--- config.mk ---
export PLATFORM = sky130hd
export DESIGN_NAME = branch_predictor
export DESIGN_NICKNAME = d
export VERILOG_FILES = /design/src/rtl/bp_pkg.sv /design/src/rtl/bp_table.sv /design/src/rtl/branch_predictor.sv
export SDC_FILE = /design/constraint.sdc
export NUM_CORES = 1
export LEC_CHECK = 0
export BUFFER_PORTS_ARGS = -buffer_cell sky130_fd_sc_hd__buf_4
export CAP_MARGIN = 20
export CORE_MARGIN = 2
export CORE_UTILIZATION = 40
export DETAILED_ROUTE_END_ITERATION = 10
export GPL_TIMING_DRIVEN = 1
export SETUP_SLACK_MARGIN = 0.4
export SLEW_MARGIN = 5
export SYNTH_ARGS = -nofsm -noshare
export SYNTH_HDL_FRONTEND = slang
export SYNTH_SLANG_ARGS = --single-unit
--- constraint.sdc ---
create_clock -name clk -period 5.4 [get_ports clk]
set_input_delay 0.27 -clock clk [delete_from_list [all_inputs] [get_ports clk]]
set_output_delay 0.27 -clock clk [all_outputs]
set_load 0.005 [all_outputs]
--- src/rtl/bp_pkg.sv ---
// Shared types and helpers for the dynamic branch predictor.
// Pure declarations, no timing.
// No flow control; consumed by bp_table and branch_predictor.
package bp_pkg;

    localparam int BP_XLEN  = 32;
    localparam int BP_TAG_W = 8;

    // 2-bit direction counter: MSB set means predict taken
    typedef enum logic [1:0] {
        STRONG_NT = 2'b00,
        WEAK_NT   = 2'b01,
        WEAK_T    = 2'b10,
        STRONG_T  = 2'b11
    } ctr_t;

    localparam ctr_t CTR_RESET = WEAK_NT;

    // Default-width view of one BTB entry
    typedef struct packed {
        logic                valid;
        logic [BP_TAG_W-1:0] tag;
        logic [BP_XLEN-1:0]  target;
    } btb_entry_t;

    // Saturating step of a direction counter toward the resolved outcome
    function automatic ctr_t ctr_next(input ctr_t c, input logic taken);
        ctr_t n;
        n = c;
        case (c)
            STRONG_NT: n = taken ? WEAK_NT  : STRONG_NT;
            WEAK_NT:   n = taken ? WEAK_T   : STRONG_NT;
            WEAK_T:    n = taken ? STRONG_T : WEAK_NT;
            STRONG_T:  n = taken ? STRONG_T : WEAK_T;
            default:   n = c;
        endcase
        return n;
    endfunction

endpackage

--- src/rtl/bp_table.sv ---
// BTB + direction counter storage: one combinational read port, one update port.
// Read is zero latency and returns pre-update contents; writes land at the clock edge.
// No backpressure; an update is accepted every cycle i_wr_en is high.
module bp_table
    import bp_pkg::*;
#(
    parameter int XLEN    = BP_XLEN,
    parameter int ENTRIES = 16,
    parameter int TAG_W   = BP_TAG_W,
    parameter int IDX_W   = $clog2(ENTRIES)
) (
    input  logic             clk,
    input  logic             reset,
    input  logic [IDX_W-1:0] i_rd_idx,
    output logic             o_rd_valid,
    output logic [TAG_W-1:0] o_rd_tag,
    output logic [XLEN-1:0]  o_rd_target,
    output ctr_t             o_rd_ctr,
    input  logic             i_wr_en,
    input  logic             i_wr_inval,
    input  logic [IDX_W-1:0] i_wr_idx,
    input  logic [TAG_W-1:0] i_wr_tag,
    input  logic             i_wr_taken,
    input  logic [XLEN-1:0]  i_wr_target
);

    typedef struct packed {
        logic             valid;
        logic [TAG_W-1:0] tag;
        logic [XLEN-1:0]  target;
    } entry_t;

    entry_t r_entry [ENTRIES];
    ctr_t   r_ctr   [ENTRIES];
    logic   w_wr_hit;

    assign o_rd_valid  = r_entry[i_rd_idx].valid;
    assign o_rd_tag    = r_entry[i_rd_idx].tag;
    assign o_rd_target = r_entry[i_rd_idx].target;
    assign o_rd_ctr    = r_ctr[i_rd_idx];

    // The update side decides train-vs-allocate from the entry it is about to write
    assign w_wr_hit = r_entry[i_wr_idx].valid && (r_entry[i_wr_idx].tag == i_wr_tag);

    // Clear on reset; otherwise invalidate, train a hit, or allocate over a miss
    always_ff @(posedge clk) begin
        if (reset) begin
            for (int i = 0; i < ENTRIES; i++) begin
                r_entry[i] <= '0;
                r_ctr[i]   <= CTR_RESET;
            end
        end else if (i_wr_en) begin
            if (i_wr_inval) begin
                r_entry[i_wr_idx].valid <= 1'b0;
            end else if (w_wr_hit) begin
                r_ctr[i_wr_idx] <= ctr_next(r_ctr[i_wr_idx], i_wr_taken);
                if (i_wr_taken) begin
                    r_entry[i_wr_idx].target <= i_wr_target;
                end
            end else begin
                r_entry[i_wr_idx] <= '{valid: 1'b1, tag: i_wr_tag, target: i_wr_target};
                r_ctr[i_wr_idx]   <= i_wr_taken ? WEAK_T : WEAK_NT;
            end
        end
    end

endmodule

--- src/rtl/branch_predictor.sv ---
// Dynamic branch predictor: IF lookup of next PC, EX resolve/redirect and training.
// Lookup and resolve are combinational (zero latency); training lands at the next edge.
// No backpressure; the pipeline presents one lookup and at most one resolve per cycle.
module branch_predictor
    import bp_pkg::*;
#(
    parameter int XLEN    = BP_XLEN,
    parameter int ENTRIES = 16,
    parameter int TAG_W   = BP_TAG_W,
    parameter int CNT_W   = 16
) (
    input  logic             clk,
    input  logic             reset,
    input  logic [XLEN-1:0]  PCF,
    output logic             PredTakenF,
    output logic [XLEN-1:0]  NextPCF,
    output logic [XLEN-1:0]  PredTargetF,
    input  logic             ValidE,
    input  logic             BranchE,
    input  logic             TakenE,
    input  logic [XLEN-1:0]  PCE,
    input  logic [XLEN-1:0]  PCTargetE,
    input  logic             PredTakenE,
    input  logic [XLEN-1:0]  PredTargetE,
    output logic             MispredictE,
    output logic [XLEN-1:0]  RedirectPCE,
    output logic [CNT_W-1:0] BranchCount,
    output logic [CNT_W-1:0] MispredCount
);

    localparam int              IDX_W   = $clog2(ENTRIES);
    localparam logic [XLEN-1:0] PC_STEP = XLEN'(4);

    logic [IDX_W-1:0] w_idx_f;
    logic [TAG_W-1:0] w_tag_f;
    logic [IDX_W-1:0] w_idx_e;
    logic [TAG_W-1:0] w_tag_e;
    logic             w_rd_valid;
    logic [TAG_W-1:0] w_rd_tag;
    logic [XLEN-1:0]  w_rd_target;
    ctr_t             w_rd_ctr;
    logic             w_hit_f;
    logic             w_upd_en;
    logic [XLEN-1:0]  w_pcf_plus4;
    logic [XLEN-1:0]  w_pce_plus4;
    logic [CNT_W-1:0] r_branch_cnt;
    logic [CNT_W-1:0] r_mispred_cnt;

    assign w_idx_f     = PCF[IDX_W+1:2];
    assign w_tag_f     = PCF[IDX_W+TAG_W+1:IDX_W+2];
    assign w_idx_e     = PCE[IDX_W+1:2];
    assign w_tag_e     = PCE[IDX_W+TAG_W+1:IDX_W+2];
    assign w_pcf_plus4 = PCF + PC_STEP;
    assign w_pce_plus4 = PCE + PC_STEP;

    // Table contents are stale during the reset cycle itself, so the hit is masked there
    assign w_hit_f     = ~reset & w_rd_valid & (w_rd_tag == w_tag_f);
    assign PredTakenF  = w_hit_f & ((w_rd_ctr == WEAK_T) || (w_rd_ctr == STRONG_T));
    assign NextPCF     = PredTakenF ? w_rd_target : w_pcf_plus4;
    assign PredTargetF = w_hit_f ? w_rd_target : '0;

    // Train on every resolved branch; a non-branch that was predicted taken invalidates the alias
    assign w_upd_en = ValidE & (BranchE | PredTakenE);

    bp_table #(
        .XLEN    (XLEN),
        .ENTRIES (ENTRIES),
        .TAG_W   (TAG_W),
        .IDX_W   (IDX_W)
    ) u_table (
        .clk         (clk),
        .reset       (reset),
        .i_rd_idx    (w_idx_f),
        .o_rd_valid  (w_rd_valid),
        .o_rd_tag    (w_rd_tag),
        .o_rd_target (w_rd_target),
        .o_rd_ctr    (w_rd_ctr),
        .i_wr_en     (w_upd_en),
        .i_wr_inval  (~BranchE),
        .i_wr_idx    (w_idx_e),
        .i_wr_tag    (w_tag_e),
        .i_wr_taken  (TakenE),
        .i_wr_target (PCTargetE)
    );

    // Resolve in EX: compare prediction to outcome and pick the correct continuation PC
    always_comb begin
        MispredictE = 1'b0;
        RedirectPCE = w_pce_plus4;
        if (ValidE) begin
            if (BranchE) begin
                MispredictE = (PredTakenE != TakenE) |
                              (TakenE & PredTakenE & (PredTargetE != PCTargetE));
                RedirectPCE = TakenE ? PCTargetE : w_pce_plus4;
            end else begin
                MispredictE = PredTakenE;
            end
        end
    end

    // Saturating performance counters
    always_ff @(posedge clk) begin
        if (reset) begin
            r_branch_cnt  <= '0;
            r_mispred_cnt <= '0;
        end else begin
            if (ValidE && BranchE && (r_branch_cnt != '1)) begin
                r_branch_cnt <= r_branch_cnt + CNT_W'(1);
            end
            if (MispredictE && (r_mispred_cnt != '1)) begin
                r_mispred_cnt <= r_mispred_cnt + CNT_W'(1);
            end
        end
    end

    assign BranchCount  = r_branch_cnt;
    assign MispredCount = r_mispred_cnt;

endmodule
==> results.py, run 1 <==
metrics = {
    "status": {
        "status": "complete, no violations",
    },
    "timing": {
        "timing.final.crit_period_ns": 4.47,
        "worst_slew_margin_rel": 0.295,
        "worst_slack_ns": 0.927,
        "grt_setup_unrepaired": "no",
        "max_slew.worst_pin.slew_ns": 1.06,
        "setup_total_negative_slack_ns": 0,
        "setup_viol": 0,
        "hold_violations_final": 0,
        "drv_slew": 0,
        "final_min_period_over_clock_period": 0.828,
        "timing.clock.skew_ns": 0.0246,
        "clock.fmax_mhz": 224,
    },
    "global_routing": {
        "grt_first_pass_wirelength_mm": 168,
        "grt_max_degree": 124,
        "initial_antenna_violation_count": 3,
        "overflow": 0,
        "first_global_vias": 24974,
        "track_usage": 0.242,
    },
    "setup_path": {
        "cp_max_fo": 15,
        "worst_ep_required_time_ns": 5.13,
        "worstSetupStartpointType": "register",
        "timing_worst_setup_path_type": "reg -> out",
        "critPathCaptureType": "output pin",
        "critPathArrivalTime_ns": 4.20,
    },
    "yosys": {
        "syn_area_sq_um": 36900,
        "synth-warning-count": 0,
        "synth_top_area_share": 0.560,
        "dominantRegCellSynth": "sky130_fd_sc_hd__edfxtp_1",
        "synth_top_cell_by_area": "sky130_fd_sc_hd__edfxtp_1",
        "seq_area_frac_synth": 0.577,
        "ys_types": 51,
        "synth_seq_cells": 720,
        "ys_async_sr_fraction": 0,
        "syn_area_per_cell_sq_um": 13.9,
        "synth.area.top_cells": "sky130_fd_sc_hd__edfxtp_1, sky130_fd_sc_hd__mux4_2, sky130_fd_sc_hd__and3_1",
        "netlist_instances": 2652,
        "synth_enable_flop_cells": 688,
        "syn_nets": 2794,
    },
    "detailed_routing": {
        "drt-wirelength-per-cell_um": 28.8,
        "drt_wl_total_mm": 116,
        "post-route-drc-count": 0,
        "drt_pre_antenna_iters": 6,
        "route.antenna.remaining_nets": 0,
        "vias_per_cell": 6.13,
        "first_iter_violations": 3018,
        "routed-via-count": 24689,
    },
    "clock_tree": {
        "postCtsHoldBufs": 0,
        "cts-htree-levels": 3,
        "tritoncts_clock_tree": "yes",
        "clk_root_buffer_cell": "sky130_fd_sc_hd__clkbuf_16",
        "post_cts_resized": 0,
        "clk_latency_ns": 0.64,
        "post_cts_clock_slew_at_the_launch_and_capture_registers_of_the_worst_setup_and_hold_paths_ns": 0.06,
        "cts-root-to-sink-buffers": 3,
        "cts_made_buffers": 80,
        "cts.repair_timing.setup_buffer_count": 0,
        "clock-sinks": 720,
    },
    "layout": {
        "nets": 2918,
        "areaGrowthSynthToFinish_pct": 15.5,
        "filler_cell_count": 7868,
        "diodes": 0,
        "layout.cell_area.non_filler_sq_um": 42600,
        "core_util_final": 0.466,
        "layout_common_cells": "sky130_fd_sc_hd__edfxtp_1, sky130_fd_sc_hd__and3_1, sky130_fd_sc_hd__buf_4",
        "leading_cell_type_in_the_layout_fill_and_taps_excluded": "sky130_fd_sc_hd__edfxtp_1",
        "layout_cells_sized_above_1": 0.274,
    },
    "place": {
        "preCtsSetupSlack_ns": 1.01,
        "place.port_buffers": 263,
        "post-dp-hpwl_mm": 71.2,
        "finalWeightedCongestion": 0.889,
        "placed_cell_area_sq_um": 40100,
    },
    "worst_hold_path": {
        "hold_class": "in -> reg",
    },
    "floorplanning": {
        "die_w_um": 308,
        "floorplan.rows": 111,
        "starting_utilization_of_the_core_area": 0.403,
        "die_y_extent_um": 308,
        "core_area_sq_um": 91500,
        "area_of_the_die_sq_um": 94700,
        "num_io_pins": 264,
    },
    "job": {
        "cap_viol_max_count": 0,
    },
    "pwr": {
        "powerDensity_nw_per_um2": 310,
        "ir_drop_mv": 0.228,
        "cellLeakagePower_nw": 17.1,
        "power_mw": 13.2,
    },
}
==> Yosys cell counts, drive strengths merged, types with 2 or more instances <==
cell      n
nor4     11
and3b     4
and2     88
inv      14
a211oi    5
clkbuf  252
a22oi    14
xor2     73
nor2b    22
and3    630
mux4    243
a41o     12
edfxtp  688
a31o      4
a21oi    11
mux2i    42
nand2    80
or3       9
a21o     16
a41oi     2
nor3     20
ha        8
mux2     20
a21boi    4
nor2     54
a31oi     7
a311o     7
a221oi    2
a22o      2
xnor2    48
or2      33
o21ai    54
nand4    29
buf      45
nand2b    5
nor3b     4
nand3    46
and4      6
dfxtp    32
==> critical path: stages, from the launching register on <==
cell	delay [ns]
sky130_fd_sc_hd__edfxtp_1	0.44
sky130_fd_sc_hd__mux4_2	0.47
sky130_fd_sc_hd__mux2i_1	0.22
sky130_fd_sc_hd__mux2i_1	0.13
sky130_fd_sc_hd__xnor2_1	0.35
sky130_fd_sc_hd__nand4_1	0.25
sky130_fd_sc_hd__nor3_4	0.22
sky130_fd_sc_hd__and2_2	0.65
sky130_fd_sc_hd__buf_4	0.33
sky130_fd_sc_hd__mux2_2	0.36
sky130_fd_sc_hd__buf_4	0.14
==> worst paths after layout <==
path	cells past startpoint	start	to	slack [ns]
worst max-delay path	10	u_table.r_entry[2][38]$_SDFFCE_PN0P_	NextPCF[25]	0.93
worst min-delay path	2	PCTargetE[22]	u_table.r_entry[8][22]$_SDFFCE_PN0P_	0.08
worst max register to register	8	u_table.r_entry[15][33]$_SDFFCE_PN0P_	u_table.r_entry[9][36]$_SDFFCE_PN0P_	1.51
worst min register to register	2	MispredCount[7]$_SDFFE_PP0P_	MispredCount[7]$_SDFFE_PP0P_	0.52
==> per-layer routing <==
layer / share of wire / up-vias / track usage / wire length (um)
met3: 0.077 / 192 / 0.0385 / 8940
met5: 0.00011 / - / 0 / 13
met4: 0.033 / 2 / 0.0861 / 3870
met1: 0.40 / 12783 / 0.323 / 45700
met2: 0.49 / 1159 / 0.402 / 57200
li1: - / 10553 / - / -
==> stage by stage <==
step,instances,hold WS [ns]
3_5_place_dp,3880,0.509
4_1_cts,4026,0.0460
3_3_place_gp,3880,0.488
6_report,4026,0.0780
5_1_grt,4026,0.0934
2_1_floorplan,2652,0.483
==> registers in the layout, summed over array words and instances (netlist names) <==
| name | flops |
|---|---|
| u_table.r_entry | 656 |
| BranchCount | 16 |
| u_table.r_ctr | 32 |
| MispredCount | 16 |
==> cell type report <==
class	count	area [sq um]	area share
inverters	15	56.3	0.00132
repair buffers	339	2770	0.0650
clock inverters	44	382	0.00895
multi-input cells	1620	14500	0.340
flip-flops and latches	720	21300	0.500
well taps	1186	1480	0.0348
clock buffers	102	2160	0.0506
==> logic make-up (layout without fill, tap and decap cells) <==
| family | count (synthesis) | count (layout) | synth area share |
|---|---|---|---|
| simple gates | 1041 | 1041 | 0.166 |
| flops | 720 | 720 | 0.577 |
| buf+inv | 312 | 500 | 0.0327 |
| mux | 305 | 305 | 0.166 |
| compound gates | 145 | 145 | 0.0268 |
| xor+xnor | 121 | 121 | 0.0287 |
| fa+ha+maj | 8 | 8 | 0.00271 |
==> power breakdown <==
part / switching [mW] / internal [mW] / total, mW
combinational: 0.784 / 0.588 / 1.37
clock: 2.28 / 3.08 / 5.36
sequential: 0.0976 / 6.39 / 6.49
Power figures use the tool's default switching activity.
==> run 2, diff against run 1 <==
==> constraint.sdc (replaced) <==
create_clock -name clk -period 3.71 [get_ports clk]
set_input_delay 0.1855 -clock clk [delete_from_list [all_inputs] [get_ports clk]]
set_output_delay 0.1855 -clock clk [all_outputs]
set_load 0.005 [all_outputs]
==> results.py, run 2 (synthesis results as in run 1) <==
metrics = {
    "setup_path": {
        "worst_ep_required_time_ns": 3.52,
        "cp_max_fo": 9,
        "worstReg2RegEnd": "u_table.r_entry[5][0]$_SDFFCE_PN0P_",
        "r2r_cells": 9,
        "critPathArrivalTime_ns": 3.66,
        "worstSetupStartpointType": "register",
        "critPathCaptureType": "output pin",
        "timing_worst_setup_path_type": "reg -> out",
        "r2r-start": "u_table.r_entry[13][33]$_SDFFCE_PN0P_",
        "worst-r2r-setup-slack_ns": 0.44,
    },
    "pwr": {
        "powerDensity_nw_per_um2": 431,
        "cellLeakagePower_nw": 18.2,
        "ir_drop_mv": 0.325,
    },
    "layout": {
        "diodes": 0,
        "leading_cell_type_in_the_layout_fill_and_taps_excluded": "sky130_fd_sc_hd__edfxtp_1",
        "layout_cells_sized_above_1": 0.321,
        "layout.cell_area.non_filler_sq_um": 45400,
        "filler_cell_count": 7684,
        "nets": 3057,
        "registers_with_the_most_flip_flops": "u_table.r_entry x656, u_table.r_ctr x32",
        "areaGrowthSynthToFinish_pct": 22.9,
        "layout_common_cells": "sky130_fd_sc_hd__edfxtp_1, sky130_fd_sc_hd__and3_1, sky130_fd_sc_hd__buf_4",
        "finish.cell_count_without_fillers": 4165,
        "largest-register": "u_table.r_entry",
        "flip_flop_count_of_the_largest_register_all_copies_and_words_added": 656,
    },
    "floorplanning": {
        "num_io_pins": 264,
        "floorplan.rows": 111,
        "starting_utilization_of_the_core_area": 0.403,
        "area_of_the_die_sq_um": 94700,
        "die_w_um": 308,
        "die_y_extent_um": 308,
        "core_area_sq_um": 91500,
    },
    "detailed_routing": {
        "vias_per_cell": 6.15,
        "top_layer": "met5",
        "first_iter_violations": 3054,
        "drt-wirelength-per-cell_um": 29.9,
        "wl_met3_mm": 11.3,
        "routed-via-count": 25635,
        "route.layer.met1.wl_mm": 48.1,
        "post-route-drc-count": 0,
        "routed_wire_length_on_met2_mm": 60.3,
        "route.antenna.remaining_nets": 0,
        "drt_pre_antenna_iters": 6,
        "drt_wl_total_mm": 125,
    },
    "clock_tree": {
        "clock-sinks": 720,
        "cts-htree-levels": 3,
        "cts-root-to-sink-buffers": 3,
        "cts_made_buffers": 80,
        "clk_latency_ns": 0.65,
        "post_cts_clock_slew_at_the_launch_and_capture_registers_of_the_worst_setup_and_hold_paths_ns": 0.06,
        "tritoncts_clock_tree": "yes",
        "clk_root_buffer_cell": "sky130_fd_sc_hd__clkbuf_16",
    },
    "worst_hold_path": {
        "holdCritStartpoint": "PCE[8]",
        "min_delay_worst_endpoint": "u_table.r_entry[11][34]$_SDFFCE_PN0P_",
        "whs_path_depth": 2,
        "hold_class": "in -> reg",
    },
    "global_routing": {
        "first_global_vias": 25491,
        "grt_max_degree": 97,
        "grt_first_pass_wirelength_mm": 176,
        "initial_antenna_violation_count": 7,
        "track_usage": 0.255,
        "overflow": 0,
    },
    "timing": {
        "max_slew.worst_pin.slew_ns": 0.990,
        "hold_slack_ns": 0.0345,
        "worst_slack_ns": -0.139,
        "grt_setup_unrepaired": "yes",
        "drv_slew": 0,
        "clock.fmax_mhz": 260,
        "timing.final.crit_period_ns": 3.85,
        "worst_slew_margin_rel": 0.338,
        "final_min_period_over_clock_period": 1.04,
        "hold_violations_final": 0,
        "setup_viol": 63,
        "setup_total_negative_slack_ns": -5.28,
        "timing.clock.skew_ns": 0.0543,
    },
    "place": {
        "finalWeightedCongestion": 0.899,
        "number_of_cells_after_detailed_placement": 3962,
        "post-dp-hpwl_mm": 77.3,
        "place.port_buffers": 263,
        "placed_cell_area_sq_um": 41300,
    },
    "status": {
        "status": "complete, but fails checks",
        "violations_in_the_final_reports": "negative setup slack",
    },
    "job": {
        "cap_viol_max_count": 0,
    },
}
==> run 2: cell types whose count changed in the layout (fill, tap and decap cells not counted), sizes merged <==
cell / previous run / this run
nand3: 46 / 47
buf: 339 / 450
clkbuf: 102 / 109
clkinvlp: 1 / 3
clkinv: 35 / 33
dlygate4sd3: 0 / 20
==> run 2: timing repair <==
item                                    4_1_cts  5_1_grt
endpoints found under the setup margin      127     1264
hold buffers                                 20        0
setup buffers                                10        7
hold endpoints to repair                    215        0
cloned                                        9       11
gates resized for setup                      91       84
pin swaps                                     7       14
==> run 2: worst max-delay path, cell delays in order, from the launching register on <==
cell,delay [ns]
sky130_fd_sc_hd__edfxtp_1,0.40
sky130_fd_sc_hd__mux4_2,0.50
sky130_fd_sc_hd__mux4_2,0.58
sky130_fd_sc_hd__xnor2_2,0.17
sky130_fd_sc_hd__nand4_1,0.18
sky130_fd_sc_hd__nor3_4,0.21
sky130_fd_sc_hd__and2_4,0.20
sky130_fd_sc_hd__buf_4,0.12
sky130_fd_sc_hd__buf_12,0.16
sky130_fd_sc_hd__mux2_2,0.35
sky130_fd_sc_hd__buf_4,0.14
==> run 2: worst max path at each step <==
| stage | cells past startpoint | endpoint | slack [ns] | from |
|---|---|---|---|---|
| after floorplan | 10 | u_table.r_entry[1][0]$_SDFFCE_PN0P_ | 0.28 | PCE[2] |
| after global placement | 8 | u_table.r_entry[13][40]$_SDFFCE_PN0P_ | 0.003 | PCE[2] |
| after detailed placement | 8 | u_table.r_entry[2][40]$_SDFFCE_PN0P_ | 0.03 | PCE[2] |
| after CTS | 10 | NextPCF[0] | -0.14 | u_table.r_entry[15][37]$_SDFFCE_PN0P_ |
| after global routing | 11 | NextPCF[2] | -0.23 | u_table.r_entry[15][37]$_SDFFCE_PN0P_ |
| final | 10 | NextPCF[16] | -0.14 | u_table.r_entry[15][37]$_SDFFCE_PN0P_ |
==> run 2: metrics by stage <==
step | power [mW] | setup slack, ns | util
global route | 20.1 | -0.234 | 0.496
finish | 19.5 | -0.139 | 0.496
floorplan | 10.7 | 0.278 | -
CTS | 19.6 | -0.138 | 0.488
detailed placement | 11.8 | 0.0323 | 0.451
global placement | 11.7 | 0.00311 | 0.451
==> run 2: area by class of cell <==
cell class / instances / area [sq um] / area share
clock inverter: 44 / 442 / 0.00974
sequential: 720 / 21300 / 0.470
multi-input combinational: 1621 / 14900 / 0.328
tap: 1186 / 1480 / 0.0327
clock buffer: 102 / 2140 / 0.0471
timing repair buffer: 477 / 5060 / 0.111
inverter: 15 / 56.3 / 0.00124
==> run 2: report_power, final <==
group | switching (mW) | leakage (nW) | internal [mW]
Combinational | 1.22 | 10.2 | 1.02
Sequential | 0.140 | 6.80 | 9.30
Clock | 3.38 | 1.25 | 4.47
Total | 4.74 | 18.2 | 14.8
==> run 2: layer usage <==
metal	vias to the layer above	GRT usage
li1	10833	-
met1	13185	0.337
met2	1380	0.416
met3	229	0.0482
met4	8	0.0999
met5	-	0
